===== config.mk =====
export PLATFORM = sky130hd
export DESIGN_NAME = mem_arbiter
export DESIGN_NICKNAME = d
export VERILOG_FILES = /design/src/rtl/mem_arbiter.sv
export SDC_FILE = /design/constraint.sdc
export NUM_CORES = 2
export LEC_CHECK = 0
export BUFFER_PORTS_ARGS = -buffer_cell sky130_fd_sc_hd__buf_4
export CAP_MARGIN = 20
export CORE_AREA = 2 2 502 504
export DETAILED_ROUTE_END_ITERATION = 16
export DIE_AREA = 0 0 504 506
export HOLD_SLACK_MARGIN = 0.03
export PLACE_DENSITY = 0.39
export RECOVER_POWER = 25
export SYNTH_ARGS = -nofsm -noshare
export SYNTH_HDL_FRONTEND = slang
export SYNTH_SLANG_ARGS = --single-unit
export TNS_END_PERCENT = 10

===== constraint.sdc =====
create_clock -name clk -period 32.1 [get_ports clk]
set_input_delay 1.605 -clock clk [delete_from_list [all_inputs] [get_ports clk]]
set_output_delay 1.605 -clock clk [all_outputs]
set_load 0.005 [all_outputs]

===== src/rtl/mem_arbiter.sv =====
// Shares one burst-memory port between the dcache (dfp0) and icache (dfp1) line-miss ports.
// Round-robin grant, one transaction in flight, 256-bit lines moved as 64-bit beats.

module mem_arbiter_chk (
    input  logic clk,
    input  logic rst,
    input  logic busy_s,
    input  logic granted_pending_s
);
    // A granted requester must keep its request up until it sees its resp pulse.
    property p_req_held;
        @(posedge clk) disable iff (rst) busy_s |-> granted_pending_s;
    endproperty
    a_req_held: assert property (p_req_held)
        else $error("mem_arbiter: granted requester dropped its request before resp");
endmodule

module mem_arbiter #(
    parameter  int BEAT_W = 64,
    parameter  int BEATS  = 4,
    localparam int LINE_W = BEAT_W * BEATS
) (
    input  logic              clk,
    input  logic              rst,
    input  logic [31:0]       dfp0_addr,
    input  logic              dfp0_read,
    input  logic              dfp0_write,
    input  logic [LINE_W-1:0] dfp0_wdata,
    output logic [LINE_W-1:0] dfp0_rdata,
    output logic              dfp0_resp,
    input  logic [31:0]       dfp1_addr,
    input  logic              dfp1_read,
    input  logic              dfp1_write,
    input  logic [LINE_W-1:0] dfp1_wdata,
    output logic [LINE_W-1:0] dfp1_rdata,
    output logic              dfp1_resp,
    output logic [31:0]       bmem_addr,
    output logic              bmem_read,
    output logic              bmem_write,
    output logic [BEAT_W-1:0] bmem_wdata,
    input  logic              bmem_ready,
    input  logic [31:0]       bmem_raddr,
    input  logic [BEAT_W-1:0] bmem_rdata,
    input  logic              bmem_rvalid
);
    localparam int CNT_W = (BEATS > 1) ? $clog2(BEATS) : 1;
    localparam logic [CNT_W-1:0] LAST_BEAT = CNT_W'(BEATS - 1);

    typedef enum logic [2:0] {
        IDLE       = 3'd0,
        RD_ISSUE   = 3'd1,
        RD_COLLECT = 3'd2,
        WR_BURST   = 3'd3,
        RESP       = 3'd4
    } state_t;

    state_t            state_q, state_d;
    logic [CNT_W-1:0]  cnt_q, cnt_d;
    logic              last_grant_q, last_grant_d;
    logic              grant_q, grant_d;
    logic [LINE_W-1:0] line_q, line_d;
    logic [31:0]       bmem_addr_q, bmem_addr_d;
    logic              bmem_read_q, bmem_read_d;
    logic              bmem_write_q, bmem_write_d;
    logic [BEAT_W-1:0] bmem_wdata_q, bmem_wdata_d;
    logic [LINE_W-1:0] dfp0_rdata_q, dfp0_rdata_d;
    logic [LINE_W-1:0] dfp1_rdata_q, dfp1_rdata_d;
    logic              dfp0_resp_q, dfp0_resp_d;
    logic              dfp1_resp_q, dfp1_resp_d;

    logic pend0_s, pend1_s, pick1_s, pick_write_s;
    logic busy_s, granted_pending_s;

    function automatic logic [BEAT_W-1:0] line_beat(input logic [LINE_W-1:0] line,
                                                    input logic [CNT_W-1:0]  idx);
        line_beat = line[int'(idx)*BEAT_W +: BEAT_W];
    endfunction

    // Round-robin pick: on a tie the requester not served last wins.
    always_comb begin
        pend0_s = dfp0_read | dfp0_write;
        pend1_s = dfp1_read | dfp1_write;
        if (pend0_s && pend1_s) begin
            pick1_s = ~last_grant_q;
        end else begin
            pick1_s = pend1_s;
        end
        pick_write_s = pick1_s ? dfp1_write : dfp0_write;
    end

    // Next-state and registered-output computation for the transaction FSM.
    always_comb begin
        state_d      = state_q;
        cnt_d        = cnt_q;
        last_grant_d = last_grant_q;
        grant_d      = grant_q;
        line_d       = line_q;
        bmem_addr_d  = bmem_addr_q;
        bmem_read_d  = bmem_read_q;
        bmem_write_d = bmem_write_q;
        bmem_wdata_d = bmem_wdata_q;
        dfp0_rdata_d = '0;
        dfp1_rdata_d = '0;
        dfp0_resp_d  = 1'b0;
        dfp1_resp_d  = 1'b0;
        case (state_q)
            IDLE: begin
                if (pend0_s || pend1_s) begin
                    grant_d      = pick1_s;
                    last_grant_d = pick1_s;
                    cnt_d        = '0;
                    bmem_addr_d  = (pick1_s ? dfp1_addr : dfp0_addr) & ~32'h0000_001F;
                    if (pick_write_s) begin
                        line_d       = pick1_s ? dfp1_wdata : dfp0_wdata;
                        bmem_write_d = 1'b1;
                        bmem_wdata_d = line_beat(line_d, '0);
                        state_d      = WR_BURST;
                    end else begin
                        line_d      = '0;
                        bmem_read_d = 1'b1;
                        state_d     = RD_ISSUE;
                    end
                end else begin
                    state_d = IDLE;
                end
            end
            RD_ISSUE: begin
                if (bmem_ready) begin
                    bmem_read_d = 1'b0;
                    state_d     = RD_COLLECT;
                end else begin
                    state_d = RD_ISSUE;
                end
            end
            RD_COLLECT: begin
                // Only beats tagged with our own address belong to this line.
                if (bmem_rvalid && (bmem_raddr == bmem_addr_q)) begin
                    line_d[int'(cnt_q)*BEAT_W +: BEAT_W] = bmem_rdata;
                    if (cnt_q == LAST_BEAT) begin
                        state_d = RESP;
                        if (grant_q) begin
                            dfp1_resp_d  = 1'b1;
                            dfp1_rdata_d = line_d;
                        end else begin
                            dfp0_resp_d  = 1'b1;
                            dfp0_rdata_d = line_d;
                        end
                    end else begin
                        cnt_d = cnt_q + 1'b1;
                    end
                end else begin
                    state_d = RD_COLLECT;
                end
            end
            WR_BURST: begin
                if (bmem_ready) begin
                    if (cnt_q == LAST_BEAT) begin
                        bmem_write_d = 1'b0;
                        bmem_wdata_d = '0;
                        state_d      = RESP;
                        if (grant_q) begin
                            dfp1_resp_d = 1'b1;
                        end else begin
                            dfp0_resp_d = 1'b1;
                        end
                    end else begin
                        cnt_d        = cnt_q + 1'b1;
                        bmem_wdata_d = line_beat(line_q, cnt_q + 1'b1);
                    end
                end else begin
                    state_d = WR_BURST;
                end
            end
            RESP: begin
                state_d = IDLE;
            end
            default: begin
                state_d = IDLE;
            end
        endcase
    end

    // State and output registers.
    always_ff @(posedge clk or posedge rst) begin
        if (rst) begin
            state_q      <= IDLE;
            cnt_q        <= '0;
            last_grant_q <= 1'b1;
            grant_q      <= 1'b0;
            line_q       <= '0;
            bmem_addr_q  <= 32'h0000_0000;
            bmem_read_q  <= 1'b0;
            bmem_write_q <= 1'b0;
            bmem_wdata_q <= '0;
            dfp0_rdata_q <= '0;
            dfp1_rdata_q <= '0;
            dfp0_resp_q  <= 1'b0;
            dfp1_resp_q  <= 1'b0;
        end else begin
            state_q      <= state_d;
            cnt_q        <= cnt_d;
            last_grant_q <= last_grant_d;
            grant_q      <= grant_d;
            line_q       <= line_d;
            bmem_addr_q  <= bmem_addr_d;
            bmem_read_q  <= bmem_read_d;
            bmem_write_q <= bmem_write_d;
            bmem_wdata_q <= bmem_wdata_d;
            dfp0_rdata_q <= dfp0_rdata_d;
            dfp1_rdata_q <= dfp1_rdata_d;
            dfp0_resp_q  <= dfp0_resp_d;
            dfp1_resp_q  <= dfp1_resp_d;
        end
    end

    assign bmem_addr  = bmem_addr_q;
    assign bmem_read  = bmem_read_q;
    assign bmem_write = bmem_write_q;
    assign bmem_wdata = bmem_wdata_q;
    assign dfp0_rdata = dfp0_rdata_q;
    assign dfp1_rdata = dfp1_rdata_q;
    assign dfp0_resp  = dfp0_resp_q;
    assign dfp1_resp  = dfp1_resp_q;

    assign busy_s            = (state_q == RD_ISSUE) || (state_q == RD_COLLECT) || (state_q == WR_BURST);
    assign granted_pending_s = grant_q ? pend1_s : pend0_s;

    mem_arbiter_chk u_chk (
        .clk               (clk),
        .rst               (rst),
        .busy_s            (busy_s),
        .granted_pending_s (granted_pending_s)
    );
endmodule


==> flow_summary_export.csv <==
group,metric,value,unit
clock_network,clock_tree.htree_level_count,3,
job,cap_violations,6,
clock_network,post_cts.repair.setup_buffers,0,
clock_network,cts_root_buffer,"clkbuf_16",
clock_network,clk_pin_slew_worst_paths,0.06,ns
worst_hold_path,min-delay-path-class,"reg2reg",
critical_path,setup.worst_path.class,"in2async",
critical_path,timing.critical_path.slowest_cell_delay,5.33,ns
timing,finalCriticalPeriod,12.40,ns
timing,whs,0.5147,ns
logic_synthesis,synth-compound-area-share,9.340,%
timing,final-max-slew-violation-count,390,
timing,rsz0062_at_grt,"false",
logic_synthesis,synth_area_leaders,"dfrtp_1, mux2_4, mux2i_1",
grt,antenna_violations_before_repair,90,
power_and_ir_drop,power.leakage,26.95,nW
finish,nFillCells,27320,
grt,grt_pass1_vias,35580,
logic_synthesis,syn-instance-count,3874,
timing,setup_violations,0,
grt,global_route_wire_length_before_repair,313200,um
critical_path,slowest_stage,"clkbuf_1",
logic_synthesis,synth_area_per_cell,10.43,um^2
logic_synthesis,primary_flip_flop_cell_chosen_by_synthesis_mapping,"dfrtp_1",
routing,drt-wirelength-per-cell,27.03,um
floorplanning,die_w,504,um
finish,layout.cells.most_common_list,"buf_4, dfrtp_1, nor2_1",
logic_synthesis,synthDominantCellAreaShare,53.84,%
grt,globalRouteMet1Util,21.59,%
logic_synthesis,post_synth_fa_ha_maj_area_fraction,0.1859,%
critical_path,worst_r2r_path_depth,9,
clock_network,cts_hold_buf,0,
logic_synthesis,synth_top_area_cell,"dfrtp_1",
routing,drcViolationCount,0,
run_status,violated_checks,"max-capacitance violations, max-slew violations",
power_and_ir_drop,power_per_cell_area,87.12,nW/um^2
clock_network,cts.path.max_buffers,3,
grt,grt.overflow.total,0,
placement,placement.cell_area,53630,um^2
critical_path,crit_fanout,130,
clock_network,cts_num_sinks,870,
timing,worst_pin_slew,7.364,ns
logic_synthesis,synth_area,40390,um^2
grt,use_met2,28.85,%
clock_network,tritoncts,"built",
critical_path,cp_data_required_time,32.99,ns
floorplanning,core_region_area,250000,um^2
logic_synthesis,synth-edff-count,0,
routing,wl,230200,um
floorplanning,floorplan.initialDensity,16.16,%
critical_path,timing.critical_path.mode_cell,"buf_4",
logic_synthesis,synth_top_family_by_area,"multiplexers",
worst_hold_path,hold_depth,2,
finish,flow.area_growth_from_synthesis,41.01,%
grt,met3_usage,6.354,%
logic_synthesis,yosys.area_share.xor_xnor,0.5638,%
finish,final_nets,5737,
placement,final_weighted_congestion_in_routability_driven_placement,0.9185,
critical_path,worstSetupStartpointType,"input port",
power_and_ir_drop,vdd_ir_drop_max,0.05221,mV
critical_path,crit_path_end_kind,"asynchronous set/reset pin",
floorplanning,std_cell_rows,184,
grt,gr-usage-all-layers,17.52,%
finish,design_area,56960,um^2
critical_path,cp_top_family,"buffers and inverters",
routing,drt-initial-drc-count,2338,
logic_synthesis,ys.warnings.count,0,
grt,largest_net_degree_at_the_start_of_global_routing,131,
timing,maxSlewHeadroom,-390.9,%
logic_synthesis,ys_seq_area_share,53.90,%
critical_path,cp_cell_sequence,"clkbuf_4, clkinvlp_2, clkbuf_1, buf_4, buf_4, buf_4, buf_4, buf_16",
floorplanning,dieHeight,506,um
logic_synthesis,synth.area.mux_share,19.28,%
clock_network,worst_skew_pair.late_latency,0.75,ns
logic_synthesis,yosys_register_bits,870,
critical_path,path_depth,8,
placement,dp_hpwl,175700,um
routing,drtAntennaViolNets,0,
clock_network,cts_inserted_buffers,108,
routing,dr_total_vias,34540,
critical_path,cp.arrival,13.29,ns
clock_network,cts_resized,0,
finish,mostFrequentLayoutCell,"buf_4",
finish,final_layout_size_suffix_gt1_share,34.03,%
run_status,run_status,"finished, violations left",
critical_path,reg2reg_setup_slack,24.86,ns
logic_synthesis,ys_types,48,
timing,maxClockFrequency,80.63,MHz
placement,portBuffers,1276,
critical_path,path_buf_inv,8,
grt,grt_most_used_layer,"met2",
timing,min_period_over_period,38.64,%
timing,clk_skew,0.03649,ns
floorplanning,dieArea,255000,um^2
routing,viasPerCell,4.055,
timing,hold_viol_final,0,
logic_synthesis,synth-simple-area-share,11.62,%
routing,drt-pass1-iter-count,5,
timing,finalSetupTns,0,ns
floorplanning,ioPinCount,1292,
logic_synthesis,postSynth.asyncResetShare,100.0,%
-- worst paths after layout --
| path | from | to |
|---|---|---|
| min reg2reg | bmem_read$_DFFE_PP0P_ | bmem_read$_DFFE_PP0P_ |
| max reg2reg | last_grant_q$_DFFE_PP1P_ | line_q[31]$_DFFE_PP0P_ |
| min | bmem_read$_DFFE_PP0P_ | bmem_read$_DFFE_PP0P_ |
| max in group clk | dfp1_write | line_q[31]$_DFFE_PP0P_ |
| max | rst | dfp0_rdata[149]$_DFF_PP0_ |
| min in group asynchronous | rst | dfp1_rdata[124]$_DFF_PP0_ |
-- registers in the layout, summed over array words and instances, names as in the netlist --
register / flops
dfp1_resp: 1
line_q: 256
cnt_q: 2
dfp1_rdata: 256
bmem_wdata: 64
grant_q: 1
last_grant_q: 1
dfp0_rdata: 256
bmem_write: 1
dfp0_resp: 1
state_q: 3
bmem_read: 1
bmem_addr: 27
-- area by class of cell --
| cell class | count | area [um^2] | share of cell area [%] |
|---|---|---|---|
| diodes | 27 | 67.56 | 0.1186 |
| clock inverters | 49 | 635.6 | 1.116 |
| well taps | 3348 | 4189 | 7.355 |
| repair buffers | 1349 | 9753 | 17.12 |
| multi-input cells | 2524 | 16720 | 29.36 |
| flip-flops and latches | 870 | 21780 | 38.23 |
| inverters | 198 | 747.0 | 1.311 |
| clock buffers | 153 | 3063 | 5.378 |
-- cells in the mapped netlist, drive strengths merged, types with 4 or more instances --
master	instances
mux2i	256
mux4	64
nor2	669
nand2	513
inv	198
ha	6
a22o	64
clkbuf	199
buf	87
a31oi	28
a21oi	133
mux2	256
dfrtp	869
nand4	5
xnor2	26
nand3	5
o21ai	460
nor4	4
-- through the flow --
stage	utilization [%]	power (W)	setup WS (ns)	cells
CTS	22.93	0.005040	26.33	8490
floorplan	-	0.002814	6.047	3878
global route	22.76	0.005239	17.76	8496
finish	22.78	0.004962	19.70	8518
detailed placement	21.45	0.003713	25.42	8288
global placement	21.44	0.003693	25.45	8287
-- worst reg2reg max path, stage by stage (launching register included) --
cell,delay (ns)
dfstp_2,0.56
o21ai_0,0.13
o21ai_0,1.54
clkbuf_1,1.73
buf_4,0.72
buf_4,0.74
buf_4,0.75
mux2i_1,0.51
o21ai_0,0.14
mux2_4,0.29
-- routing by layer --
layer,up-vias,routed length [um]
met5,-,353
met2,1436,108300
met4,52,5947
met3,291,20640
met1,17490,94970
li1,15280,-
-- power by group --
part	leakage (nW)	internal (W)	total (W)	switching, W
Clock	1.80	0.000756	0.00129	0.000538
Combinational	13.5	0.000906	0.00221	0.00131
Sequential	11.7	0.00129	0.00145	0.000169
-- kinds of logic (layout without fill, tap and decap cells) --
group	Yosys count	count (layout)
flip-flops	870	870
AO/OA/AOI/OAI	693	693
AND/OR/NAND/NOR	1218	1218
XOR/XNOR	26	26
adder cells (fa/ha/maj)	6	6
multiplexers	576	576
buffers and inverters	484	1749
other	1	32
Note: power is estimated with default switching activity, not from simulation.
